$ cat config.mk
export PLATFORM = sky130hd
export DESIGN_NAME = fetch_unit_flat
export DESIGN_NICKNAME = d
export VERILOG_FILES = /design/src/rtl/imem_if.sv /design/src/rtl/fetch_unit.sv /design/src/flat_wrapper.sv
export SDC_FILE = /design/constraint.sdc
export NUM_CORES = 1
export LEC_CHECK = 0
export CORE_MARGIN = 4
export CORE_UTILIZATION = 45
export CTS_CLUSTER_SIZE = 30
export DETAILED_ROUTE_END_ITERATION = 6
export MAX_ROUTING_LAYER = met4
export PLACE_DENSITY = 0.65
export SLEW_MARGIN = 20
export SYNTH_ARGS = -nofsm -noshare
export SYNTH_HDL_FRONTEND = slang
export SYNTH_SLANG_ARGS = --single-unit
$ cat constraint.sdc
create_clock -name clk -period 4.71 [get_ports clk]
set_input_delay 1.1775 -clock clk [delete_from_list [all_inputs] [get_ports clk]]
set_output_delay 1.1775 -clock clk [all_outputs]
set_load 0.1 [all_outputs]
$ cat src/rtl/imem_if.sv
// Instruction-memory request/response bus between the fetch unit and memory.
// One request may be outstanding; addr is held until rvalid arrives.
interface imem_if;
  logic        req;
  logic [31:0] addr;
  logic        rvalid;
  logic [31:0] rdata;

  modport master (output req, output addr, input rvalid, input rdata);
  modport slave  (input req, input addr, output rvalid, output rdata);
endinterface

$ cat src/rtl/fetch_unit.sv
// Instruction fetch stage: keeps one request in flight, loads the IF/ID slot,
// absorbs decode stalls with a one-entry skid buffer and squashes on redirects.
module fetch_unit #(
  parameter logic [31:0] RESET_PC = 32'h0000_0000,
  parameter logic [31:0] NOP_INST = 32'h0000_0013
) (
  input  logic          clk,
  input  logic          rst,
  imem_if.master        imem,
  input  logic          branch_taken,
  input  logic [31:0]   branch_target,
  input  logic          stall,
  output logic          if_id_valid,
  output logic [31:0]   if_id_pc,
  output logic [31:0]   if_id_inst
);

  localparam int unsigned XLEN = 32;

  typedef enum logic [1:0] {
    FETCH = 2'd0,
    HOLD  = 2'd1,
    KILL  = 2'd2
  } state_e;

  state_e            state_q, state_d;
  logic [XLEN-1:0]   pc_q, pc_d;
  logic [XLEN-1:0]   target_q, target_d;
  logic [XLEN-1:0]   kill_addr_q, kill_addr_d;
  logic [XLEN-1:0]   skid_inst_q, skid_inst_d;
  logic [XLEN-1:0]   skid_pc_q, skid_pc_d;
  logic              fresh_q, fresh_d;
  logic              if_id_valid_q, if_id_valid_d;
  logic [XLEN-1:0]   if_id_pc_q, if_id_pc_d;
  logic [XLEN-1:0]   if_id_inst_q, if_id_inst_d;

  logic              rsp;
  logic              slot_free;
  logic [XLEN-1:0]   br_pc;

  // A killed request keeps presenting its original address until it retires.
  assign imem.req  = !rst && (state_q != HOLD);
  assign imem.addr = (state_q == KILL) ? kill_addr_q : pc_q;

  assign if_id_valid = if_id_valid_q;
  assign if_id_pc    = if_id_pc_q;
  assign if_id_inst  = if_id_inst_q;

  // Next-state and datapath selection
  always_comb begin
    state_d       = state_q;
    pc_d          = pc_q;
    target_d      = target_q;
    kill_addr_d   = kill_addr_q;
    skid_inst_d   = skid_inst_q;
    skid_pc_d     = skid_pc_q;
    fresh_d       = 1'b0;
    if_id_valid_d = if_id_valid_q;
    if_id_pc_d    = if_id_pc_q;
    if_id_inst_d  = if_id_inst_q;

    // A strobe in the first cycle after reset belongs to an abandoned request.
    rsp       = imem.rvalid && !fresh_q;
    slot_free = !if_id_valid_q || !stall;
    br_pc     = {branch_target[XLEN-1:2], 2'b00};

    if (!stall) begin
      if_id_valid_d = 1'b0;
      if_id_inst_d  = NOP_INST;
    end

    if (branch_taken) begin
      if_id_valid_d = 1'b0;
      if_id_inst_d  = NOP_INST;
      pc_d          = br_pc;
      target_d      = br_pc;
      case (state_q)
        FETCH: begin
          if (!rsp) begin
            state_d     = KILL;
            kill_addr_d = pc_q;
          end
        end
        HOLD:    state_d = FETCH;
        KILL:    if (imem.rvalid) state_d = FETCH;
        default: state_d = FETCH;
      endcase
    end else begin
      case (state_q)
        FETCH: begin
          if (rsp) begin
            if (slot_free) begin
              if_id_valid_d = 1'b1;
              if_id_pc_d    = pc_q;
              if_id_inst_d  = imem.rdata;
              pc_d          = pc_q + XLEN'(4);
            end else begin
              skid_inst_d = imem.rdata;
              skid_pc_d   = pc_q;
              state_d     = HOLD;
            end
          end
        end
        HOLD: begin
          if (!stall) begin
            if_id_valid_d = 1'b1;
            if_id_pc_d    = skid_pc_q;
            if_id_inst_d  = skid_inst_q;
            pc_d          = pc_q + XLEN'(4);
            state_d       = FETCH;
          end
        end
        KILL: begin
          if (imem.rvalid) begin
            state_d = FETCH;
            pc_d    = target_q;
          end
        end
        default: state_d = FETCH;
      endcase
    end
  end

  always_ff @(posedge clk) begin
    if (rst) begin
      state_q       <= FETCH;
      pc_q          <= RESET_PC;
      target_q      <= '0;
      kill_addr_q   <= '0;
      skid_inst_q   <= '0;
      skid_pc_q     <= '0;
      fresh_q       <= 1'b1;
      if_id_valid_q <= 1'b0;
      if_id_pc_q    <= '0;
      if_id_inst_q  <= NOP_INST;
    end else begin
      state_q       <= state_d;
      pc_q          <= pc_d;
      target_q      <= target_d;
      kill_addr_q   <= kill_addr_d;
      skid_inst_q   <= skid_inst_d;
      skid_pc_q     <= skid_pc_d;
      fresh_q       <= fresh_d;
      if_id_valid_q <= if_id_valid_d;
      if_id_pc_q    <= if_id_pc_d;
      if_id_inst_q  <= if_id_inst_d;
    end
  end

endmodule

$ cat src/flat_wrapper.sv
// flat-port wrapper written by rule: the top's interface ports become plain ports
module fetch_unit_flat 
#(
  parameter logic [31:0] RESET_PC = 32'h0000_0000,
  parameter logic [31:0] NOP_INST = 32'h0000_0013
)
  (clk, rst, branch_taken, branch_target, stall, if_id_valid, if_id_pc, if_id_inst, imem_req, imem_addr, imem_rvalid, imem_rdata);
  imem_if imem_i ();
  input  logic clk;
  input  logic rst;
  input  logic branch_taken;
  input  logic [31:0] branch_target;
  input  logic stall;
  output logic if_id_valid;
  output logic [31:0] if_id_pc;
  output logic [31:0] if_id_inst;
  output wire logic [$bits(imem_i.req)-1:0] imem_req;
  output wire logic [$bits(imem_i.addr)-1:0] imem_addr;
  input wire logic [$bits(imem_i.rvalid)-1:0] imem_rvalid;
  input wire logic [$bits(imem_i.rdata)-1:0] imem_rdata;
  assign imem_req = imem_i.req;
  assign imem_addr = imem_i.addr;
  assign imem_i.rvalid = imem_rvalid;
  assign imem_i.rdata = imem_rdata;
  fetch_unit #(.RESET_PC(RESET_PC), .NOP_INST(NOP_INST)) u_core (.clk(clk), .rst(rst), .imem(imem_i), .branch_taken(branch_taken), .branch_target(branch_target), .stall(stall), .if_id_valid(if_id_valid), .if_id_pc(if_id_pc), .if_id_inst(if_id_inst));
endmodule
; ---- After elaboration in Yosys (flattened, before gate mapping)
; Cells that the tools add are included.
[word_totals]
in_bits = 69
out_inout_bits = 98
ff_bits = 226
elab_cells = 76
[op_classes]
n_reduce_logical = 18
n_eq_ne = 13
mux = 30
n_bitwise = 3
n_addsub = 1
[op_table]
columns = op, count
row1 = $mux 32, 13
row2 = $pmux 32 s2, 2
row3 = $pmux 32 s3, 1
row4 = $add 32x3->32 const B, 1
row5 = $reduce_and 5->1, 3
row6 = $mux 2, 6
row7 = $ne 3x3->1 const B, 4
row8 = $reduce_and 4->1, 2
row9 = $ne 2x1->1 const B, 3
row10 = $ne 3x2->1 const B, 2
row11 = $pmux 2 s3, 1
row12 = $mux 1, 5
row13 = $logic_not 1->1, 4
row14 = $ne 2x2->1 const B, 2
row15 = $pmux 2 s2, 1
row16 = $reduce_bool 4->1, 1
row17 = $not 1->1, 3
row18 = $reduce_and 3->1, 1
row19 = $reduce_bool 3->1, 1
row20 = $eq 2x1->1 const B, 1
row21 = $eq 2x2->1 const B, 1
row22 = $logic_and 1x1->1, 2
row23 = $logic_not 2->1, 1
row24 = $pmux 1 s2, 1
row25 = 3 further kinds, 3

; ---- Logic depth before layout (Yosys ltp)
; Gate-level depths: netlist of run 1.
[logic_depth]
ltp_word = 6
mapped_depth = 9
ltp_nobuf = 7

; ---- Worst setup path before layout of run 1
; Ideal clock, no wire load.
[synth_path]
path_type = reg2out
from = reg u_core.state_q[0]
to = out imem_addr[12]
setup_slack_ns = 0.112
t_arrival_ns = 3.420
stages_incl_launch_ff = 7
cell_sequence = dfxtp_1 inv_1 ha_1 clkbuf_1 clkbuf_1 clkbuf_1 o21ai_0
[synth_via]
elab_chain_cells = 2
[synth_lines]
columns = item, line
row1 = start: declaration, fetch_unit.sv:26  ; state_e state_q, state_d;
row2 = start signal: assignment, fetch_unit.sv:137  ; state_q <= state_d;
row3 = $eq 2x2->1, fetch_unit.sv:43  ; assign imem.addr = (state_q == KILL) ? kill_addr_q : pc_q;
row4 = $mux 32, fetch_unit.sv:43
row5 = end: declaration, flat_wrapper.sv:18  ; output wire logic [$bits(imem_i.addr)-1:0] imem_addr;
; No other way between the ends.

; ---- Worst setup path in the final report of run 1
[layout_path]
from = reg u_core.state_q[0]
to = out imem_addr[31]
; Same word-level chain as after synthesis.

==> summary.txt, run 1 <==
Worst hold path
  – Hold Crit Start: u_core.kill_addr_q[3]
  – Hold Path Class: reg2reg
  – Worst Hold Endpoint: u_core.kill_addr_q[3]
  – Hold Path Depth: 2

Clocking
  – Clock sink count: approximately 230
  – Htree depth: 1
  – Max Root-Sink Buffers: 3
  – TritonCTS Buffers: 25
  – Setup bufs post-CTS: 0
  – Clk root buf: clkbuf_16
  – Worst-Skew Late Latency: 0.51 ns
  – Clock-pin slew on the worst setup and hold paths: around 0.06 ns
  – CTS resizes: 0
  – CTS Hold Buffers Added: 0
  – TritonCTS clock tree: built

Setup path
  – WP buf/inv: 3
  – Worst Reg-to-Reg Cells: 9
  – Worst reg2reg startpoint: u_core.state_q[0]
  – Critical-path cell list: inv_1 -> ha_2 -> inv_1 -> nand2_1 -> nand2_1 -> buf_4
  – Critical path fanouts, max: 21
  – WP data required: 3.53 ns
  – Worst setup EP type: output port
  – R2R Setup Slk: 1.81 ns
  – End of the worst register-to-register path: u_core.pc_q[4]
  – Crit path max-delay family: buffers and inverters
  – Critical path type: reg2out
  – CP max stage delay: 0.57 ns
  – Crit path max-delay cell type: inv_1
  – CP startpoint kind: flop
  – CP arrival: 2.55 ns

Floorplan
  – Die Width: between 150 and 200 microns
  – Rows: 54
  – Die ar.: around 25,000 sq um
  – Die Span Y: approximately 160 microns
  – Num ports: 167
  – Initial Utilization: about 46%
  – Area of the core: about 22,000 sq um

Placement
  – PortBufs: approximately 160
  – Placed Cells incl. Taps: between 1,500 and 2,000
  – Placed cell area: 11,700 sq um
  – GP Congestion: ~0.86
  – Hpwl dp: about 18,000 microns
  – Post-Place Worst Slack: around 1.1 ns

Synth
  – Fraction of registers with async set/reset: 0%
  – Flops & latches, synth: ~230
  – Synthesis warning total: 0
  – Syn_nets: 1,295
  – Synthesized area per cell: 8.30 sq um
  – Dominant cells by area after synthesis: dfxtp_1, nand2_1, a21oi_1, mux2i_1, nor2_1
  – Netlist cell types: 66
  – Top_reg_cell synth: dfxtp_1
  – Register area share after synthesis: between 40 and 50%
  – Post-Syn Area: 10,100 sq um
  – Post-synth EDFFs: 0
  – Share of the synthesized area in the top cell type: 44.6%
  – Area leader, netlist: dfxtp_1
  – Cells after Synth: between 1,000 and 1,500

Global route
  – Initial antenna violation count: 2
  – Largest net degree at the start of global routing: 90
  – First-pass GRT wire length: 46,300 microns
  – GRT Overall Usage: between 20% and 30%
  – Gr ovfl total: 0
  – Vias in the first global route: 8,649

Final layout
  – Synthesis-to-finish area growth: 24.6%
  – Share of layout cells above drive strength 1: 11.2%
  – Non-Filler Instances: about 1,600
  – Design Area, Final: 12,600 sq um
  – Fill cell instance count of the final layout: about 2,000
  – Utilization after layout: a little under three fifths
  – Layout net count: around 1,400

Status
  – Status: finished, final reports clean

Route
  – Wire per inst: roughly 18 microns
  – Post-route ant nets: 0
  – Vias post-DR: around 9,100
  – DRC viols: 0
  – Router iterations before antenna repair: 6
  – Vias/cell: between 5 and 6
  – DR iter-0 viols: slightly below 800
  – Final wirelength: between 20,000 and 30,000 microns

STA
  – Fin crit period: about 3.7 ns
  – WHS: 0.450 ns
  – Clock skew: approximately 0.012 ns
  – Least-Margin Pin Slew: between 1 and 1.5 ns
  – Period utilisation layout: roughly four fifths
  – Max-slew violations: 0
  – Setup tns final: 0 ns
  – RSZ-0062 raised after global routing: no
  – Final setup fails: 0
  – Setup WS post-layout: a little under 1 ns
  – Fmax: about 0.27 GHz
  – Slew headroom: 31.3%
  – Endpoints failing hold: 0

Pwr
  – Static leakage: approximately 4.5 nW
  – Combinational share of power: about 19%
  – Pint: roughly 3.6 mW
  – Clock Power Share: 40.9%
  – Flop pwr share: between 40% and 50%
  – PwrDens: 405 nW/um^2
  – Switching share of power: a little under a third
  – Power Total: approximately 5.1 mW
  – Net switching power figure: between 1.5 and 2 mW
  – Maximum VDD drop: between 0.0002 and 0.00025 V

Job
  – Max cap viols: 0
layout make-up:
| type | instances | area (sq um) | share of cell area, % |
|---|---|---|---|
| multi-input cells | 856 | 5060 | 40.1 |
| repair buffers | 184 | 1720 | 13.6 |
| inverters | 22 | 82.6 | 0.654 |
| clock buffers | 34 | 729 | 5.77 |
| clock inverters | 11 | 161 | 1.28 |
| well taps | 280 | 350 | 2.77 |
| diodes | 2 | 5.00 | 0.0396 |
| flip-flops and latches | 226 | 4520 | 35.8 |
power by group through the flow:
stage | clock network [mW] | registers, mW | logic (mW)
after floorplan | 0 | 2.27 | 0.533
after detailed placement | 0 | 2.12 | 0.946
final | 2.09 | 2.08 | 0.945
after global placement | 0 | 2.11 | 0.940
after CTS | 2.13 | 2.07 | 0.949
after global routing | 2.20 | 2.09 | 1.00
cell usage after synthesis (6+ instances only):
library cell	count
a211o_1	7
a211oi_1	40
a21oi_1	149
a222oi_1	29
a31oi_1	7
and3_1	6
buf_1	14
buf_2	29
clkbuf_1	71
dfxtp_1	226
inv_1	22
mux2_2	23
mux2i_1	55
nand2_1	264
nand2b_1	6
nand3_1	17
nand4_1	9
nor2_1	99
nor3_1	10
nor4_1	6
o211ai_1	8
o21ai_0	15
logic make-up (layout without fill, tap and decap cells):
group,after synthesis,count (layout),share of synthesized area (%)
compound gates,317,317,20.9
xor+xnor,6,6,0.518
other cells,0,2,0
flops,226,226,44.6
mux,78,78,7.98
fa+ha+maj,5,5,0.617
simple gates,450,450,19.8
buf+inv,139,251,5.61
state kept, by name (all words and copies together), names as in the netlist:
register,flops
u_core.if_id_inst,32
u_core.if_id_pc,32
u_core.kill_addr_q,32
u_core.pc_q,32
u_core.skid_inst_q,32
u_core.skid_pc_q,32
u_core.target_q,30
u_core.state_q,2
u_core.fresh_q,1
u_core.if_id_valid,1
tightest hold or removal path: stages, from the launching register on:
cell and delay (ns):
dfxtp_1 0.30, nand2_1 0.05, a21oi_1 0.05
worst max-delay path by stage:
stage | from | slack (ns) | endpoint | depth (start not counted)
2_1_floorplan | u_core.state_q[0] | 0.11 | imem_addr[12] | 6
3_3_place_gp | stall | 1.17 | u_core.if_id_pc[3] | 7
3_5_place_dp | stall | 1.13 | u_core.if_id_pc[23] | 7
4_1_cts | u_core.state_q[0] | 0.97 | imem_addr[31] | 6
5_1_grt | u_core.state_q[0] | 0.83 | imem_addr[31] | 6
6_report | u_core.state_q[0] | 0.98 | imem_addr[31] | 6
layout by cell type (no fill, tap or decap), drive strengths merged, types with 5 or more instances in the layout:
| cell type | Yosys | routed |
|---|---|---|
| a31oi | 7 | 7 |
| clkbuf | 71 | 34 |
| a222oi | 29 | 29 |
| mux2i | 55 | 55 |
| o211ai | 8 | 8 |
| and2 | 6 | 6 |
| nor3 | 10 | 10 |
| nor2 | 99 | 99 |
| o21ai | 17 | 17 |
| buf | 46 | 55 |
| nand2 | 264 | 264 |
| nor2b | 5 | 5 |
| inv | 22 | 23 |
| o221ai | 5 | 5 |
| nand3 | 17 | 17 |
| or2 | 8 | 8 |
| a21o | 5 | 5 |
| nor4 | 11 | 11 |
| a21oi | 149 | 149 |
| clkdlybuf4s50 | 0 | 129 |
| nand2b | 6 | 6 |
| ha | 5 | 5 |
| mux2 | 23 | 23 |
| a211o | 7 | 7 |
| clkinv | 0 | 5 |
| nand4 | 12 | 12 |
| o22ai | 5 | 5 |
| a211oi | 40 | 40 |
| and3 | 6 | 6 |
| dfxtp | 226 | 226 |
per-layer routing:
layer,up-vias,track usage (%),part of all wire [%],routed length (microns)
met5,-,-,0,0
met4,0,5.12,1.9,548
met3,42,5.33,8.3,2420
met2,359,35.0,44,12800
met1,4235,32.0,46,13200
li1,4505,-,-,-
Power figures use the tool's default switching activity.
==> run 2, diff against run 1 <==
- PLACE_DENSITY: 0.65 -> 0.68
- clock period: 4.71 -> 3.1 ns (I/O delays scaled with it)
==> summary.txt, run 2 (same netlist as run 1, synthesis figures left out) <==
Setup path
  – Critical path type: reg2out (unchanged)
  – End of the worst register-to-register path: u_core.if_id_inst[22] (was u_core.pc_q[4])
  – CP Launch Point: u_core.state_q[0] (unchanged)
  – Worst reg2reg startpoint: u_core.state_q[0] (unchanged)
  – WP data required: 2.32 ns (was 3.53 ns)
  – Worst setup EP type: output port (unchanged)
  – CP arrival: 2.19 ns (was 2.55 ns)
  – CP startpoint kind: flop (unchanged)
  – Worst Reg-to-Reg Cells: 7 (was 9)
  – R2R Setup Slk: 0.75 ns (was 1.81 ns)
  – Critical path fanouts, max: 31 (was 21)

Global route
  – Largest net degree at the start of global routing: 141 (was 90)
  – Initial antenna violation count: 2 (unchanged)
  – First-pass GRT wire length: 45,300 microns (was 46,300 microns)
  – Vias in the first global route: 8,501 (was 8,649)
  – GRT Overall Usage: 22.8% (was 23.2%)
  – Gr ovfl total: 0 (unchanged)

STA
  – Fmax: 0.337 GHz
  – WHS: 0.450 ns (about the same)
  – Period utilisation layout: between 90% and 100%
  – RSZ-0062 raised after global routing: no (unchanged)
  – Max-slew violations: 0 (unchanged)
  – Least-Margin Pin Slew: 0.655 ns (was 1.03 ns)
  – Final setup fails: 0 (unchanged)
  – Endpoints failing hold: 0 (unchanged)
  – Fin crit period: roughly 3 ns
  – Clock skew: 0.0142 ns (was 0.0120 ns)
  – Slew headroom: 56.3% (was 31.3%)

Floorplan
  – Num ports: 167 (unchanged)
  – Initial Utilization: 46.0% (unchanged)
  – Die ar.: 25,000 sq um (unchanged)
  – Area of the core: 22,000 sq um (unchanged)
  – Die Span Y: 158 microns (unchanged)
  – Rows: 54 (unchanged)
  – Die Width: 158 microns (unchanged)

Placement
  – Placed Cells incl. Taps: 1,586 (was 1,568)
  – GP Congestion: 0.867 (was 0.855)
  – PortBufs: 164 (unchanged)
  – Hpwl dp: 18,500 microns (was 18,100 microns)
  – Placed cell area: 12,200 sq um (was 11,700 sq um)

Route
  – Vias post-DR: 9,242 (was 9,141)
  – Uppermost layer routed: met4 (unchanged)
  – DRC viols: 0 (unchanged)
  – WL met2: 12,700 microns (was 12,800 microns)
  – Final wirelength: 28,500 microns (was 29,000 microns)
  – DR iter-0 viols: 746 (was 769)
  – Router iterations before antenna repair: 6 (unchanged)
  – Wire per inst: 17.5 microns (was 18.0 microns)
  – Post-route met1 wirelength: 12,800 microns (was 13,200 microns)
  – Post-route ant nets: 0 (unchanged)
  – Routed met3 length: 2310 microns (was 2420 microns)
  – Vias/cell: 5.67 (was 5.66)

Pwr
  – PwrDens: 578 nW/um^2 (was 405 nW/um^2)
  – Static leakage: 4.78 nW (was 4.50 nW)
  – Maximum VDD drop: 0.000445 V (was 0.000249 V)

Final layout
  – Most common cell after layout, fill and taps aside: nand2_1 (unchanged)
  – Non-Filler Instances: 1,631 (was 1,615)
  – Layout net count: 1,406 (was 1,389)
  – Design Area, Final: 13,000 sq um (was 12,600 sq um)
  – Commonest cells after routing, fill and taps aside: nand2_1, dfxtp_1, a21oi_1, nor2_1, buf_4 (was nand2_1, dfxtp_1, a21oi_1, clkdlybuf4s50_1, nor2_1)
  – Share of layout cells above drive strength 1: 17.1% (was 11.2%)
  – Synthesis-to-finish area growth: 28.0% (was 24.6%)

Worst hold path
  – Worst Hold Endpoint: u_core.skid_inst_q[0] (was u_core.kill_addr_q[3])
  – Hold Crit Start: u_core.skid_inst_q[0] (was u_core.kill_addr_q[3])
  – Hold Path Class: reg2reg (unchanged)
  – Hold Path Depth: 2 (unchanged)

Clocking
  – Htree depth: 1 (unchanged)
  – CTS Hold Buffers Added: 0 (unchanged)
  – Worst-Skew Late Latency: 0.51 ns (about the same)
  – TritonCTS clock tree: built (unchanged)
  – Clock sink count: 226 (unchanged)
  – TritonCTS Buffers: 24 (was 25)
  – Clk root buf: clkbuf_16 (unchanged)
  – Clock-pin slew on the worst setup and hold paths: 0.06 ns (about the same)
  – Max Root-Sink Buffers: 3 (unchanged)

Status
  – Status: finished, final reports clean (unchanged)

Job
  – Max cap viols: 0 (unchanged)
## run 2: stage by stage
stage	total power [mW]	worst slack (ns)	setup TNS, ns	utilization (%)
after global placement	4.77	0.170	0	55.3
after global routing	7.79	0.0557	0	58.9
after CTS	7.56	0.116	0	58.9
final	7.50	0.135	0	58.9
after floorplan	4.25	-0.356	-1.78	-
after detailed placement	4.79	0.169	0	55.3
## run 2: how the worst max path moves through the flow
stage	to	slack (ns)	cells past startpoint
2_1_floorplan	imem_addr[12]	-0.36	6
3_3_place_gp	u_core.pc_q[28]	0.17	7
3_5_place_dp	u_core.pc_q[28]	0.17	7
4_1_cts	imem_addr[21]	0.12	5
5_1_grt	imem_addr[21]	0.06	5
6_report	imem_addr[21]	0.13	5
## run 2: timing repair
item                                    CTS  global route
gates resized for setup                   2             0
endpoints found under the setup margin   18             0
buffers inserted                          0             0
## run 2: routing by layer
layer | vias up | global-route usage (%)
met5 | - | -
met1 | 4345 | 31.0
met4 | 0 | 5.24
met2 | 319 | 34.6
met3 | 49 | 5.71
li1 | 4529 | -
## run 2: worst max-delay path, cell delays in order, from the launching register on
cell and delay [ns]:
dfxtp_1 0.34, inv_1 0.13, ha_4 0.30, buf_6 0.30, mux2_2 0.41, buf_12 0.17
## run 2: where the power goes
group / switching [mW] / leakage (nW) / internal [mW]
registers: 0.118 / 1.84 / 3.02
clock network: 1.18 / 0.373 / 1.59
logic: 1.07 / 2.57 / 0.522
## run 2: cell type report
class | instances | area (sq um)
fill | 1993 | 9050
antenna | 2 | 5.00
clock buffer | 31 | 698
multi-input combinational | 856 | 5070
tap | 280 | 350
sequential | 226 | 4520
inverter | 22 | 82.6
timing repair buffer | 202 | 2170
clock inverter | 12 | 72.6
==> run 3, diff against run 2 <==
- ABC_AREA: not set -> 1
- CTS_CLUSTER_SIZE: 30 -> 40
==> summary.txt, run 3 <==
Status
  – Status: finished, final reports clean (unchanged)

Placement
  – Post-Place Worst Slack: -0.159 ns (was 0.169 ns)
  – GP Congestion: 0.906 (was 0.867)
  – PortBufs: 164 (unchanged)
  – Hpwl dp: 19,900 microns (was 18,500 microns)

Clocking
  – Clock sink count: 226 (unchanged)
  – Htree depth: 1 (unchanged)
  – CTS Hold Buffers Added: 0 (unchanged)
  – Worst-Skew Late Latency: 0.52 ns (was 0.51 ns)
  – TritonCTS clock tree: built (unchanged)
  – Clk root buf: clkbuf_16 (unchanged)
  – Clock-pin slew on the worst setup and hold paths: 0.06 ns (about the same)
  – Max Root-Sink Buffers: 3 (unchanged)
  – TritonCTS Buffers: 25 (was 24)

STA
  – Fin crit period: 2.98 ns (was 2.97 ns)
  – Slew headroom: 50.6% (was 56.3%)
  – Period utilisation layout: 96.0% (was 95.6%)
  – Clock skew: 0.0120 ns (was 0.0142 ns)
  – WHS: 0.446 ns (was 0.450 ns)
  – Max-slew violations: 0 (unchanged)
  – Final setup fails: 0 (unchanged)
  – Endpoints failing hold: 0 (unchanged)
  – Setup tns final: 0 ns (unchanged)
  – RSZ-0062 raised after global routing: no (unchanged)
  – Least-Margin Pin Slew: 0.740 ns (was 0.655 ns)
  – Setup WS post-layout: 0.123 ns (was 0.135 ns)
  – Fmax: 0.336 GHz (was 0.337 GHz)

Route
  – DR iter-0 viols: 846 (was 746)
  – DRC viols: 0 (unchanged)
  – WL met2: 13,900 microns (was 12,700 microns)
  – Vias post-DR: 10,106 (was 9,242)
  – Post-route ant nets: 0 (unchanged)
  – Vias/cell: 5.45 (was 5.67)
  – Uppermost layer routed: met4 (unchanged)
  – Final wirelength: 30,500 microns (was 28,500 microns)
  – Router iterations before antenna repair: 5 (was 6)
  – Post-route met1 wirelength: 13,500 microns (was 12,800 microns)
  – Wire per inst: 16.4 microns (was 17.5 microns)
  – Routed met3 length: 2190 microns (was 2310 microns)

Synth
  – Cells after Synth: 1,443 (was 1,221)
  – Synth top cells by count: nand2_1, dfxtp_1, o21ai_0 (was nand2_1, dfxtp_1, a21oi_1)
  – Synthesized area per cell: 6.98 sq um (was 8.30 sq um)
  – Count leader, synth: nand2_1 (unchanged)
  – Netlist cell types: 31 (was 66)
  – Dominant cells by area after synthesis: dfxtp_1, o21ai_0, nand2_1, nor2_1, a21oi_1 (was dfxtp_1, nand2_1, a21oi_1, mux2i_1, nor2_1)
  – Post-synth EDFFs: 0 (unchanged)
  – Area leader, netlist: dfxtp_1 (unchanged)
  – Flops & latches, synth: 226 (unchanged)
  – Register area share after synthesis: 44.9% (was 44.6%)
  – Synthesis warning total: 0 (unchanged)
  – Syn_nets: 1,517 (was 1,295)
  – Fraction of registers with async set/reset: 0% (unchanged)
  – Top_reg_cell synth: dfxtp_1 (unchanged)
  – Share of the synthesized area in the top cell type: 44.9% (was 44.6%)
  – Post-Syn Area: 10,100 sq um (about the same)

Setup path
  – WP data required: 2.32 ns (about the same)
  – Worst setup EP type: output port (unchanged)
  – Critical path fanouts, max: 26 (was 31)
  – CP arrival: 2.20 ns (was 2.19 ns)
  – CP startpoint kind: flop (unchanged)
  – Critical path type: reg2out (unchanged)

Final layout
  – Antenna cells: 0 (was 2)
  – Fill cell instance count of the final layout: 2,038 (was 1,993)
  – Most common cell after layout, fill and taps aside: nand2_1 (unchanged)
  – Share of layout cells above drive strength 1: 13.7% (was 17.1%)
  – Layout net count: 1,630 (was 1,406)
  – Utilization after layout: 59.3% (was 58.9%)
  – Synthesis-to-finish area growth: 29.0% (was 28.0%)
  – Commonest cells after routing, fill and taps aside: nand2_1, dfxtp_1, o21ai_0, nor2_1, a21oi_1 (was nand2_1, dfxtp_1, a21oi_1, nor2_1, buf_4)

Pwr
  – Static leakage: 5.28 nW (was 4.78 nW)
  – Maximum VDD drop: 0.000392 V (was 0.000445 V)
  – PwrDens: 639 nW/um^2 (was 578 nW/um^2)

Floorplan
  – Die ar.: 24,800 sq um (was 25,000 sq um)
  – Die Width: 158 microns (about the same)
  – Initial Utilization: 46.0% (about the same)
  – Rows: 54 (unchanged)
  – Num ports: 167 (unchanged)
  – Die Span Y: 158 microns (about the same)
  – Area of the core: 21,900 sq um (was 22,000 sq um)

Global route
  – Gr ovfl total: 0 (unchanged)
  – Initial antenna violation count: 0 (was 2)
  – GRT Overall Usage: 24.8% (was 22.8%)
  – Largest net degree at the start of global routing: 69 (was 141)
  – First-pass GRT wire length: 49,100 microns (was 45,300 microns)
  – Vias in the first global route: 9,397 (was 8,501)

Job
  – Max cap viols: 0 (unchanged)

Worst hold path
  – Hold Path Class: reg2reg (unchanged)
## run 3: logic make-up after synthesis
kind of cell    after synthesis  share of synthesized area, %
flops                       226                          44.9
xor+xnor                      3                         0.261
compound gates              406                          21.1
simple gates                635                          25.9
fa+ha+maj                     5                         0.621
buf+inv                     168                          7.18
## run 3: what timing repair did
| action | CTS | global route |
|---|---|---|
| hold endpoints to repair | 0 | 0 |
| setup endpoints to repair | 12 | 0 |
| buffers inserted | 1 | 0 |
| resized for setup | 1 | 0 |
## run 3: area by class of cell
class | count | area [sq um] | share of cell area (%)
Multi-Input combinational cell | 1049 | 4910 | 37.8
Sequential cell | 226 | 4520 | 34.8
Clock buffer | 38 | 754 | 5.81
Inverter | 64 | 248 | 1.91
Timing Repair Buffer | 190 | 2050 | 15.8
Clock inverter | 8 | 146 | 1.13
Tap cell | 280 | 350 | 2.70
## run 3: per-stage QoR
stage,power [mW],area (sq um),instances
floorplan,4.49,10100,1443
global route,8.60,13000,1855
CTS,8.34,13000,1855
finish,8.30,13000,1855
global placement,5.12,12100,1808
detailed placement,5.13,12100,1808
## run 3: power by group
group	switching, mW	total [mW]	internal, mW
combinational	1.34	1.90	0.560
clock	1.21	3.22	2.01
sequential	0.113	3.17	3.06
## run 3: path summary, 6_finish.rpt
kind	startpoint	endpoint	slack, ns	cells past startpoint
hold / removal	u_core.target_q[28]	u_core.target_q[28]	0.45	2
setup reg to reg	u_core.state_q[1]	u_core.if_id_pc[17]	0.37	8
setup / recovery	u_core.state_q[0]	imem_addr[2]	0.12	6
hold reg to reg	u_core.target_q[28]	u_core.target_q[28]	0.45	2
## run 3: worst max-delay path, cell delays in order (launching register included)
cell      delay [ns]
dfxtp_1         0.34
inv_1           0.13
ha_4            0.32
clkinv_4        0.27
nand2_1         0.16
o21a_1          0.24
buf_12          0.20
## run 3: layer usage
metal  vias up  global-route usage, %
li1       5019                      -
met1      4680                   33.4
met2       341                   38.4
met3        66                   4.37
met4         0                   7.13
met5         -                      -
